**src/rtl/masked_pkg.sv**
```systemverilog
// Shared constants, LFSR step helper and share-bundle payload type for the
// masked XOR share feeder.
package masked_pkg;

   localparam int unsigned LFSR_W     = 32;
   localparam int unsigned MASK_BITS  = 5;
   localparam int unsigned LFSR_STEPS = 5;
   localparam int unsigned DEF_WARMUP = 8;

   localparam logic [LFSR_W-1:0] DEF_POLY = 32'h8020_0003;
   localparam logic [LFSR_W-1:0] DEF_SEED = 32'h1ACE_B00C;

   // One share bundle: operand shares plus the gadget's fresh randomness.
   typedef struct packed {
      logic A0;
      logic A1;
      logic B0;
      logic B1;
      logic r0;
      logic r1;
      logic r2;
   } share_bundle_t;

   // Five Galois right-shift steps unrolled into one combinational advance.
   function automatic logic [LFSR_W-1:0] lfsr_step5(input logic [LFSR_W-1:0] s,
                                                    input logic [LFSR_W-1:0] poly);
      logic [LFSR_W-1:0] t;
      t = s;
      for (int unsigned i = 0; i < LFSR_STEPS; i++) begin
         t = t[0] ? ((t >> 1) ^ poly) : (t >> 1);
      end
      return t;
   endfunction

endpackage

```
**src/rtl/mask_lfsr.sv**
```systemverilog
// Mask/randomness LFSR: reset seed, runtime reseed with zero-seed substitution,
// and an enable-gated five-step advance.
module mask_lfsr
   import masked_pkg::*;
#(
   parameter logic [LFSR_W-1:0] POLY = DEF_POLY,
   parameter logic [LFSR_W-1:0] SEED = DEF_SEED
) (
   input  logic                 clk,
   input  logic                 rst,
   input  logic                 load,
   input  logic [LFSR_W-1:0]    seed,
   input  logic                 advance,
   output logic [MASK_BITS-1:0] bits
);

   logic [LFSR_W-1:0] state_q;

   // An all-zero state would lock the LFSR, so a zero seed falls back to SEED.
   always_ff @(posedge clk) begin
      if (rst) begin
         state_q <= SEED;
      end else if (load) begin
         state_q <= (seed == '0) ? SEED : seed;
      end else if (advance) begin
         state_q <= lfsr_step5(state_q, POLY);
      end
   end

   assign bits = state_q[MASK_BITS-1:0];

endmodule

```
**src/rtl/masked_xor_share_feeder.sv**
```systemverilog
// Front end of the 2-share masked XOR gate: splits a/b into Boolean shares and
// attaches fresh randomness, behind valid/ready handshakes on both sides.
module masked_xor_share_feeder
   import masked_pkg::*;
#(
   parameter logic [LFSR_W-1:0] POLY   = DEF_POLY,
   parameter logic [LFSR_W-1:0] SEED   = DEF_SEED,
   parameter int unsigned       WARMUP = DEF_WARMUP
) (
   input  logic              clk,
   input  logic              rst,
   input  logic              in_valid,
   output logic              in_ready,
   input  logic              a,
   input  logic              b,
   input  logic              seed_valid,
   input  logic [LFSR_W-1:0] seed,
   output logic              out_valid,
   input  logic              out_ready,
   output logic              A0,
   output logic              A1,
   output logic              B0,
   output logic              B1,
   output logic              r0,
   output logic              r1,
   output logic              r2,
   output logic [15:0]       txn_cnt
);

   localparam int unsigned CNT_W = (WARMUP > 1) ? $clog2(WARMUP) : 1;
   localparam int unsigned TXN_W = 16;

   localparam logic [0:0] ST_WARMUP = 1'b0;
   localparam logic [0:0] ST_RUN    = 1'b1;

   logic [0:0]           state_q, state_d;
   logic [CNT_W-1:0]     warm_cnt_q, warm_cnt_d;
   logic [MASK_BITS-1:0] lfsr_bits;
   logic                 accept;
   logic                 lfsr_adv;
   share_bundle_t        bundle_d, bundle_q;
   logic                 out_valid_q;
   logic [TXN_W-1:0]     txn_cnt_q;

   // Reseed wins over input; a stalled bundle blocks new input.
   assign in_ready = (state_q == ST_RUN) && !seed_valid && (!out_valid_q || out_ready);
   assign accept   = in_valid && in_ready;
   assign lfsr_adv = accept || ((state_q == ST_WARMUP) && !seed_valid);

   mask_lfsr #(
      .POLY (POLY),
      .SEED (SEED)
   ) u_lfsr (
      .clk     (clk),
      .rst     (rst),
      .load    (seed_valid),
      .seed    (seed),
      .advance (lfsr_adv),
      .bits    (lfsr_bits)
   );

   always_ff @(posedge clk) begin
      if (rst) begin
         state_q    <= ST_WARMUP;
         warm_cnt_q <= '0;
      end else begin
         state_q    <= state_d;
         warm_cnt_q <= warm_cnt_d;
      end
   end

   always_comb begin
      state_d    = state_q;
      warm_cnt_d = warm_cnt_q;
      if (seed_valid) begin
         state_d    = ST_WARMUP;
         warm_cnt_d = '0;
      end else begin
         case (state_q)
            ST_WARMUP: begin
               warm_cnt_d = warm_cnt_q + CNT_W'(1);
               if (warm_cnt_q == CNT_W'(WARMUP - 1)) begin
                  state_d = ST_RUN;
               end
            end
            default: state_d = ST_RUN;
         endcase
      end
   end

   // Low LFSR bits: ma, mb, then r0..r2.
   always_comb begin
      bundle_d    = '0;
      bundle_d.A0 = a ^ lfsr_bits[0];
      bundle_d.A1 = lfsr_bits[0];
      bundle_d.B0 = b ^ lfsr_bits[1];
      bundle_d.B1 = lfsr_bits[1];
      bundle_d.r0 = lfsr_bits[2];
      bundle_d.r1 = lfsr_bits[3];
      bundle_d.r2 = lfsr_bits[4];
   end

   always_ff @(posedge clk) begin
      if (rst) begin
         out_valid_q <= 1'b0;
         bundle_q    <= '0;
         txn_cnt_q   <= '0;
      end else if (accept) begin
         out_valid_q <= 1'b1;
         bundle_q    <= bundle_d;
         txn_cnt_q   <= txn_cnt_q + TXN_W'(1);
      end else if (out_ready) begin
         out_valid_q <= 1'b0;
      end
   end

   assign out_valid = out_valid_q;
   assign A0        = bundle_q.A0;
   assign A1        = bundle_q.A1;
   assign B0        = bundle_q.B0;
   assign B1        = bundle_q.B1;
   assign r0        = bundle_q.r0;
   assign r1        = bundle_q.r1;
   assign r2        = bundle_q.r2;
   assign txn_cnt   = txn_cnt_q;

endmodule

```
**config.mk**
```make
export PLATFORM = sky130hd
export DESIGN_NAME = masked_xor_share_feeder
export DESIGN_NICKNAME = d
export VERILOG_FILES = /design/src/rtl/masked_pkg.sv /design/src/rtl/mask_lfsr.sv /design/src/rtl/masked_xor_share_feeder.sv
export SDC_FILE = /design/constraint.sdc
export NUM_CORES = 1
export LEC_CHECK = 0
export ABC_AREA = 1
export BUFFER_PORTS_ARGS = -buffer_cell sky130_fd_sc_hd__buf_2
export CAP_MARGIN = 25
export CORE_ASPECT_RATIO = 1.4
export CORE_UTILIZATION = 55
export CTS_CLUSTER_SIZE = 8
export DETAILED_ROUTE_END_ITERATION = 7
export HOLD_SLACK_MARGIN = 0.03
export PLACE_DENSITY = 0.81
export SLEW_MARGIN = 20
export SYNTH_ARGS = -nofsm -noshare
export SYNTH_HDL_FRONTEND = slang
export SYNTH_SLANG_ARGS = --single-unit
export TNS_END_PERCENT = 20
```
**constraint.sdc**
```tcl
create_clock -name clk -period 2.3 [get_ports clk]
set_clock_uncertainty 0.05 [all_clocks]
set_input_delay 0 -clock clk [delete_from_list [all_inputs] [get_ports clk]]
set_output_delay 0 -clock clk [all_outputs]
set_load 0.01 [all_outputs]
```
==> results of run 1 <==
==> final timing paths <==
check | end | cells past startpoint
hold / removal | u_lfsr.state_q[0]$_SDFFE_PP0P_ | 4
setup reg to reg | u_lfsr.state_q[8]$_SDFFE_PP0P_ | 7
setup / recovery | u_lfsr.state_q[8]$_SDFFE_PP0P_ | 7
hold reg to reg | u_lfsr.state_q[18]$_SDFFE_PP1P_ | 2
==> report_power, final <==
group	switching (mW)	leakage [nW]	internal, mW
Combinational	0.193	1.22	0.158
Sequential	0.0319	0.492	1.09
Clock	0.419	0.102	0.556
Total	0.643	1.81	1.80
==> state kept, by name, summed over array words and instances, names as in the netlist <==
| register | cells |
|---|---|
| u_lfsr.state_q | 32 |
| warm_cnt_q | 3 |
| state_q | 1 |
| r0 | 1 |
| r2 | 1 |
| B0 | 1 |
| A0 | 1 |
| out_valid | 1 |
| txn_cnt | 16 |
| B1 | 1 |
| r1 | 1 |
| A1 | 1 |
==> routing by layer <==
layer	GRT usage, %	share of wire, %
met5	0	0
met4	13.0	2.4
met3	7.74	5.9
met2	52.2	52
met1	34.6	40
==> cell families (layout without fill, tap and decap cells) <==
group	Yosys count	count (layout)	share of synthesized area [%]
fa+ha+maj	3	3	1.23
xor+xnor	12	12	3.46
simple gates	204	204	29.5
flops	60	60	39.5
buf+inv	57	155	7.94
compound gates	108	108	18.4
==> cell usage in the layout, fill, tap and decap left out, drive strengths merged <==
| cell type | count |
|---|---|
| or2 | 3 |
| o211ai | 4 |
| a21oi | 66 |
| a21o | 3 |
| nor3b | 3 |
| nor2 | 46 |
| dfxtp | 60 |
| clkinv | 3 |
| nand2 | 114 |
| ha | 3 |
| o21ai | 35 |
| dlygate4sd3 | 34 |
| inv | 37 |
| buf | 67 |
| bufinv | 1 |
| and3 | 1 |
| xor2 | 6 |
| nand3 | 25 |
| and2 | 1 |
| clkinvlp | 1 |
| nor3 | 11 |
| clkbuf | 12 |
| xnor2 | 6 |
==> layout make-up <==
type                            count  area (sq um)  area share (%)
Multi-Input combinational cell    327          1600            40.8
Sequential cell                    60          1200            30.7
Timing Repair Buffer              101           686            17.5
Clock buffer                       12           155            3.96
Inverter                           38           144            3.68
Tap cell                           66          82.6            2.11
Clock inverter                      4          47.5            1.21
==> worst reg2reg max path, delay by kind of cell, from the launching register on <==
kind / cells / cell delay [ns]
AO/OA/AOI/OAI: 2 / 0.33
buffers and inverters: 2 / 0.34
flip-flops: 1 / 0.42
AND/OR/NAND/NOR: 3 / 0.46
==> impl_results.md, run 1 <==
- Vias per cell: 5.42
- First drt pass iteration count: 5
- Core Util, Final: 74.7%
- Maximum achievable frequency: 580 MHz
- Minimum setup slack among reg-to-reg paths: 0.58 ns
- Power Dens Cells: 624 nW/um^2
- Avg Inst Size Synth: 6.85 sq um
- IO Pins: 64
- Dpl ws: 0.600 ns
- Core region area: 5240 sq um
- Launching instance or port of the critical path: state_q$_SDFF_PP0_
- Number of clock buffers inserted by TritonCTS: 9
- Post-route antenna net violation count: 0
- Highest-delay cell along the critical path: sky130_fd_sc_hd__dfxtp_1
- Critical Path RT: 2.47 ns
- Post CTS Setup Buffer Count: 0
- GRT Util Overall: 30.4%
- Top post-synthesis cells by count: sky130_fd_sc_hd__nand2_1, sky130_fd_sc_hd__a21oi_1, sky130_fd_sc_hd__dfxtp_1, sky130_fd_sc_hd__nor2_1, sky130_fd_sc_hd__inv_1
- Cts repair resizes: 0
- Number of enable-type register cells in the synthesized netlist: 0
- Area of the mapped netlist: 3040 sq um
- First-pass GRT wire length: 13600 um
- RSZ-0062 raised after global routing: no
- Residual overflow from global routing: 0
- Average wire length per cell after detail routing: 13.6 um
- TritonCTS clock tree: built
- Number of nets in the synthesized netlist: 486
- # fillers: 443
- Final design instance area without fill: 3910 sq um
- Layout cells sized above 1: 18.1%
- Post-synthesis sequential element count: 60
- Clock transition at the registers of the reported paths: 0.07 ns
- CP Data Arrival Time: 1.90 ns
- Outcome: finished, final reports clean
- VDD IR-drop max: 0.378 mV
- Critical path peak fanout: 37
- Overall die area: 5830 sq um
- Slew HR: 35.4%
- Routed via count: 3294
- Async set-or-reset flop fraction in the synthesized netlist: 0%
- CP delay by family, top: simple AND/OR/NAND/NOR gates
- Dominant cell type by area after synthesis: sky130_fd_sc_hd__dfxtp_1
- Slowest stage delay, CP: 0.42 ns
- Worst Hold Margin: 0.0410 ns
- Minimum setup slack in the final design: 0.576 ns
- Crit path capture type: register
- Primary FF master, synth: sky130_fd_sc_hd__dfxtp_1
- Nature of the critical path startpoint: register
- Post-synthesis sequential area ratio: 39.5%
- Time the worst path needs with I/O delays and setup: 1.72 ns
- Maximum number of buffers from clock root to sink: 2
- Starting density of the core: 58.1%
- Category of the most critical setup path: register to register
- CTS hold repair buffers: 34
- Distinct cell type count after synthesis: 31
- PnR Total Power: 2.44 mW
- Die X: 64.8 um
- RD Place Congestion: 0.865
- Skew-Pair Late Insertion Delay: 0.34 ns
- CTS root buf: sky130_fd_sc_hd__clkbuf_8
- Portion of synthesized cell area occupied by the leading cell type: 39.5%
- Number of cells after detailed placement: 558
- Cell count after synthesis: 444
- Final cell count without fillers: 608
- Number of antenna repair diodes: 0
- Final setup violation count: 0
- Launch instance of the worst min-delay path: seed_valid
- Number of maximum-capacitance violations: 0
- Worst path buffer plus inverter count: 2
- Largest cells by area after synthesis: sky130_fd_sc_hd__dfxtp_1, sky130_fd_sc_hd__nand2_1, sky130_fd_sc_hd__a21oi_1
- CP cell instances: inv_2 -> nor2_8 -> nand3_4 -> nand2_4 -> inv_2 -> a21oi_1 -> a21oi_1
- Final TNS setup: 0 ns
- Period utilization: 75.0%
- Most used standard cell by instance count after synthesis: sky130_fd_sc_hd__nand2_1
- Initial antenna violation count: 0
- Die height: 90.0 um
- Post-detailed-routing wire length: 8290 um
- Starting DRT DRC Count: 228
- Area after detailed placement: 3370 sq um
- Final hold violations: 0
- Placement row count: 31
- Pin count of the biggest net entering global routing: 38
- Slew @ Worst Pin: 0.968 ns
- Class of the worst hold path: primary input to register
- PortBufs: 63
- Post-route DRC violation count: 0
- HPWL after DPL: 5270 um
- Area growth, synth to finish: 28.7%
- Number of slew-limit violations in the final report: 0
- Leak: 1.81 nW
- Layout Nets: 579
- Count of yosys warnings during synthesis: 0
- Reg-to-Reg Start: state_q$_SDFF_PP0_
- CTS Sinks: 60
- H-tree Lvls: 3
- Number of global-route vias before repair: 3077
(Power assumes the default switching activity.)
==> inputs of run 2 (changes only) <==
- CORE_UTILIZATION: 55 -> 49
- PLACE_DENSITY: 0.81 -> 0.77
- clock period: 2.3 -> 1.5 ns (I/O delays scaled with it)
==> run 2 against run 1 <==
  * The run now ends with setup timing left
  * Sequential cell count is the same
  * Routed wire length decreased by 0.24%
  * Power rose by 60%
  * Sequential power up 54%
  * Global-route usage is 3.0 points lower
  * Worst hold slack improved by 0.030 ns
  * Combinational power up 62%
  * Non-clock buffer count is 16 higher
  * First-iteration DRC count rose by 4.8%
  * Utilization shrank 4.5 points
  * Critical endpoint is now txn_cnt[10]$_SDFFE_PP0P_
  * Largest cell class unchanged
  * Highest routed layer unchanged
==> impl_results.md, run 2 (same netlist as run 1, synthesis figures left out) <==
- Core region area: 5900 sq um (+13%)
- First drt pass iteration count: 4 (-1)
- Most common cell after layout, fill and taps aside: sky130_fd_sc_hd__nand2_1
- Outcome: finished, violations left
- RSZ-0062 raised after global routing: yes
- Minimum setup slack among reg-to-reg paths: -0.04 ns (-0.61 ns)
- FF-to-FF End: txn_cnt[10]$_SDFFE_PP0P_
- Slew @ Worst Pin: 0.308 ns (-0.660 ns)
- Number of slew-limit violations in the final report: 0 (unchanged)
- Post-route DRC violation count: 0 (unchanged)
- TritonCTS clock tree: built
- Residual overflow from global routing: 0 (unchanged)
- Number of clock buffers inserted by TritonCTS: 9 (unchanged)
- Power Dens Cells: 941 nW/um^2 (+51%)
- CP delay by family, top: simple AND/OR/NAND/NOR gates
- Number of cell instances on the worst register-to-register path: 7 (unchanged)
- VDD IR-drop max: 0.524 mV (+39%)
- Layout Nets: 595 (+2.8%)
- Worst path buffer plus inverter count: 1 (-1)
- Critical path peak fanout: 7 (-81%)
- Starting density of the core: 51.5% (-6.6 points)
- IO Pins: 64 (unchanged)
- Category of the most critical setup path: register to register
- Slew HR: 79.4% (+44 points)
- PnR Total Power: 3.90 mW (+60%)
- Critical Path RT: 1.67 ns (-0.80 ns)
- Launch instance of the worst min-delay path: in_valid
- RD Place Congestion: 0.826 (-4.5%)
- Slowest stage delay, CP: 0.35 ns (-0.07 ns)
- Reg-to-Reg Start: state_q$_SDFF_PP0_
- Number of antenna repair diodes: 0 (unchanged)
- Clock transition at the registers of the reported paths: 0.07 ns (about the same)
- Endpoint with the worst hold slack: txn_cnt[7]$_SDFFE_PP0P_
- Pin count of the biggest net entering global routing: 38 (unchanged)
- Final hold violations: 0 (unchanged)
- CTS Sinks: 60 (unchanged)
- Violations in the final reports: setup timing
- Biggest register: u_lfsr.state_q
- Period utilization: 102% (+28 points)
- Routed via count: 3301 (+0.21%)
- Vias per cell: 5.26 (-3.0%)
- CP Data Arrival Time: 1.71 ns (-0.19 ns)
- Crit path capture type: register
- Starting DRT DRC Count: 239 (+4.8%)
- Area growth, synth to finish: 36.4%
- GRT Util Overall: 27.3% (-3.0 points)
- Final setup violation count: 3 (+3)
- Maximum number of buffers from clock root to sink: 2 (unchanged)
- PortBufs: 63 (unchanged)
- Post-route antenna net violation count: 0 (unchanged)
- Minimum setup slack in the final design: -0.0369 ns (-0.613 ns)
- Top library cells by usage in the layout, fill and taps aside: sky130_fd_sc_hd__nand2_1, sky130_fd_sc_hd__a21oi_1, sky130_fd_sc_hd__buf_2
- Placement row count: 33 (+6.5%)
- Layout cells sized above 1: 23.8% (+5.8 points)
- Number of global-route vias before repair: 3026 (-1.7%)
- Skew-Pair Late Insertion Delay: 0.34 ns (about the same)
- Highest-delay cell along the critical path: sky130_fd_sc_hd__dfxtp_2
- Die X: 68.6 um (+5.8%)
- HPWL after DPL: 5380 um (+1.9%)
- Max FFs per register: 32 (unchanged)
- Die height: 95.2 um (+5.8%)
- Time the worst path needs with I/O delays and setup: 1.54 ns (-0.187 ns)
- Initial antenna violation count: 0 (unchanged)
- Leak: 1.92 nW (+5.8%)
- WHS Path Cells: 4 (unchanged)
- Overall die area: 6530 sq um (+12%)
- Number of maximum-capacitance violations: 0 (unchanged)
- Post-detailed-routing wire length: 8270 um (-0.24%)
- Nature of the critical path startpoint: register
- Maximum achievable frequency: 651 MHz (+12%)
- CP cell instances: inv_4 -> nor2_8 -> nand3_4 -> nor3_4 -> nand2_2 -> xor2_1 -> nor2_1
- First-pass GRT wire length: 13300 um (-2.6%)
- Critical path depth: 7 (unchanged)
- Average wire length per cell after detail routing: 13.2 um (-3.4%)
- H-tree Lvls: 3 (unchanged)
- # fillers: 466 (+5.2%)
- CTS root buf: sky130_fd_sc_hd__clkbuf_8
- Class of the worst hold path: primary input to register
- Dpl ws: 0.0228 ns (-0.577 ns)
## run 2: area by class of cell
type / count / area, sq um / area share (%)
Tap cell: 70 / 87.6 / 2.11
Timing Repair Buffer: 117 / 831 / 20.0
Inverter: 38 / 148 / 3.56
Sequential cell: 60 / 1210 / 29.1
Multi-Input combinational cell: 327 / 1660 / 39.9
Clock inverter: 4 / 72.6 / 1.75
Clock buffer: 12 / 145 / 3.50
## run 2: repair_timing
item	4_1_cts	5_1_grt
pin swaps	0	5
hold buffers	34	0
gates resized for setup	2	27
buffers inserted	0	2
endpoints found under the hold margin	34	0
setup endpoints to repair	5	38
## run 2: worst max-delay path by stage
stage / start / endpoint / slack [ns]
floorplan: txn_cnt[1]$_SDFFE_PP0P_ / txn_cnt[12]$_SDFFE_PP0P_ / 0.08
detailed placement: state_q$_SDFF_PP0_ / u_lfsr.state_q[18]$_SDFFE_PP1P_ / 0.02
global route: state_q$_SDFF_PP0_ / txn_cnt[12]$_SDFFE_PP0P_ / -0.14
finish: state_q$_SDFF_PP0_ / txn_cnt[10]$_SDFFE_PP0P_ / -0.04
global placement: u_lfsr.state_q[3]$_SDFFE_PP1P_ / u_lfsr.state_q[21]$_SDFFE_PP0P_ / 0.06
CTS: u_lfsr.state_q[1]$_SDFFE_PP0P_ / u_lfsr.state_q[21]$_SDFFE_PP0P_ / 0.02
## run 2: power by group
group / internal (mW) / switching [mW] / total [mW]
combinational: 0.267 / 0.300 / 0.567
sequential: 1.67 / 0.0500 / 1.72
clock: 0.979 / 0.640 / 1.62
total: 2.91 / 0.990 / 3.90
## run 2: through the flow
step / hold slack (ns) / util [%] / std cells / instance area [sq um] / TNS (ns)
final: 0.0713 / 70.2 / 628 / 4150 / -0.0834
after global routing: 0.0744 / 70.2 / 628 / 4150 / -0.623
after CTS: 0.0328 / 68.7 / 626 / 4060 / 0
after detailed placement: 0.211 / 59.2 / 576 / 3490 / 0
after global placement: 0.210 / 59.2 / 576 / 3490 / 0
after floorplan: 0.0195 / - / 444 / 3040 / 0
## run 2: metal layers
layer | track usage (%) | wire (um) | vias up
met5 | 0 | 0 | -
met4 | 12.3 | 181 | 0
met3 | 8.13 | 433 | 20
met2 | 45.4 | 4200 | 108
met1 | 31.5 | 3460 | 1513
li1 | - | - | 1660
## run 2: worst reg2reg max path, delay by kind of cell (launching register included)
family	cells	cell delay, ns
flip-flops	1	0.35
AND/OR/NAND/NOR	5	0.79
XOR/XNOR	1	0.16
buffers and inverters	1	0.06
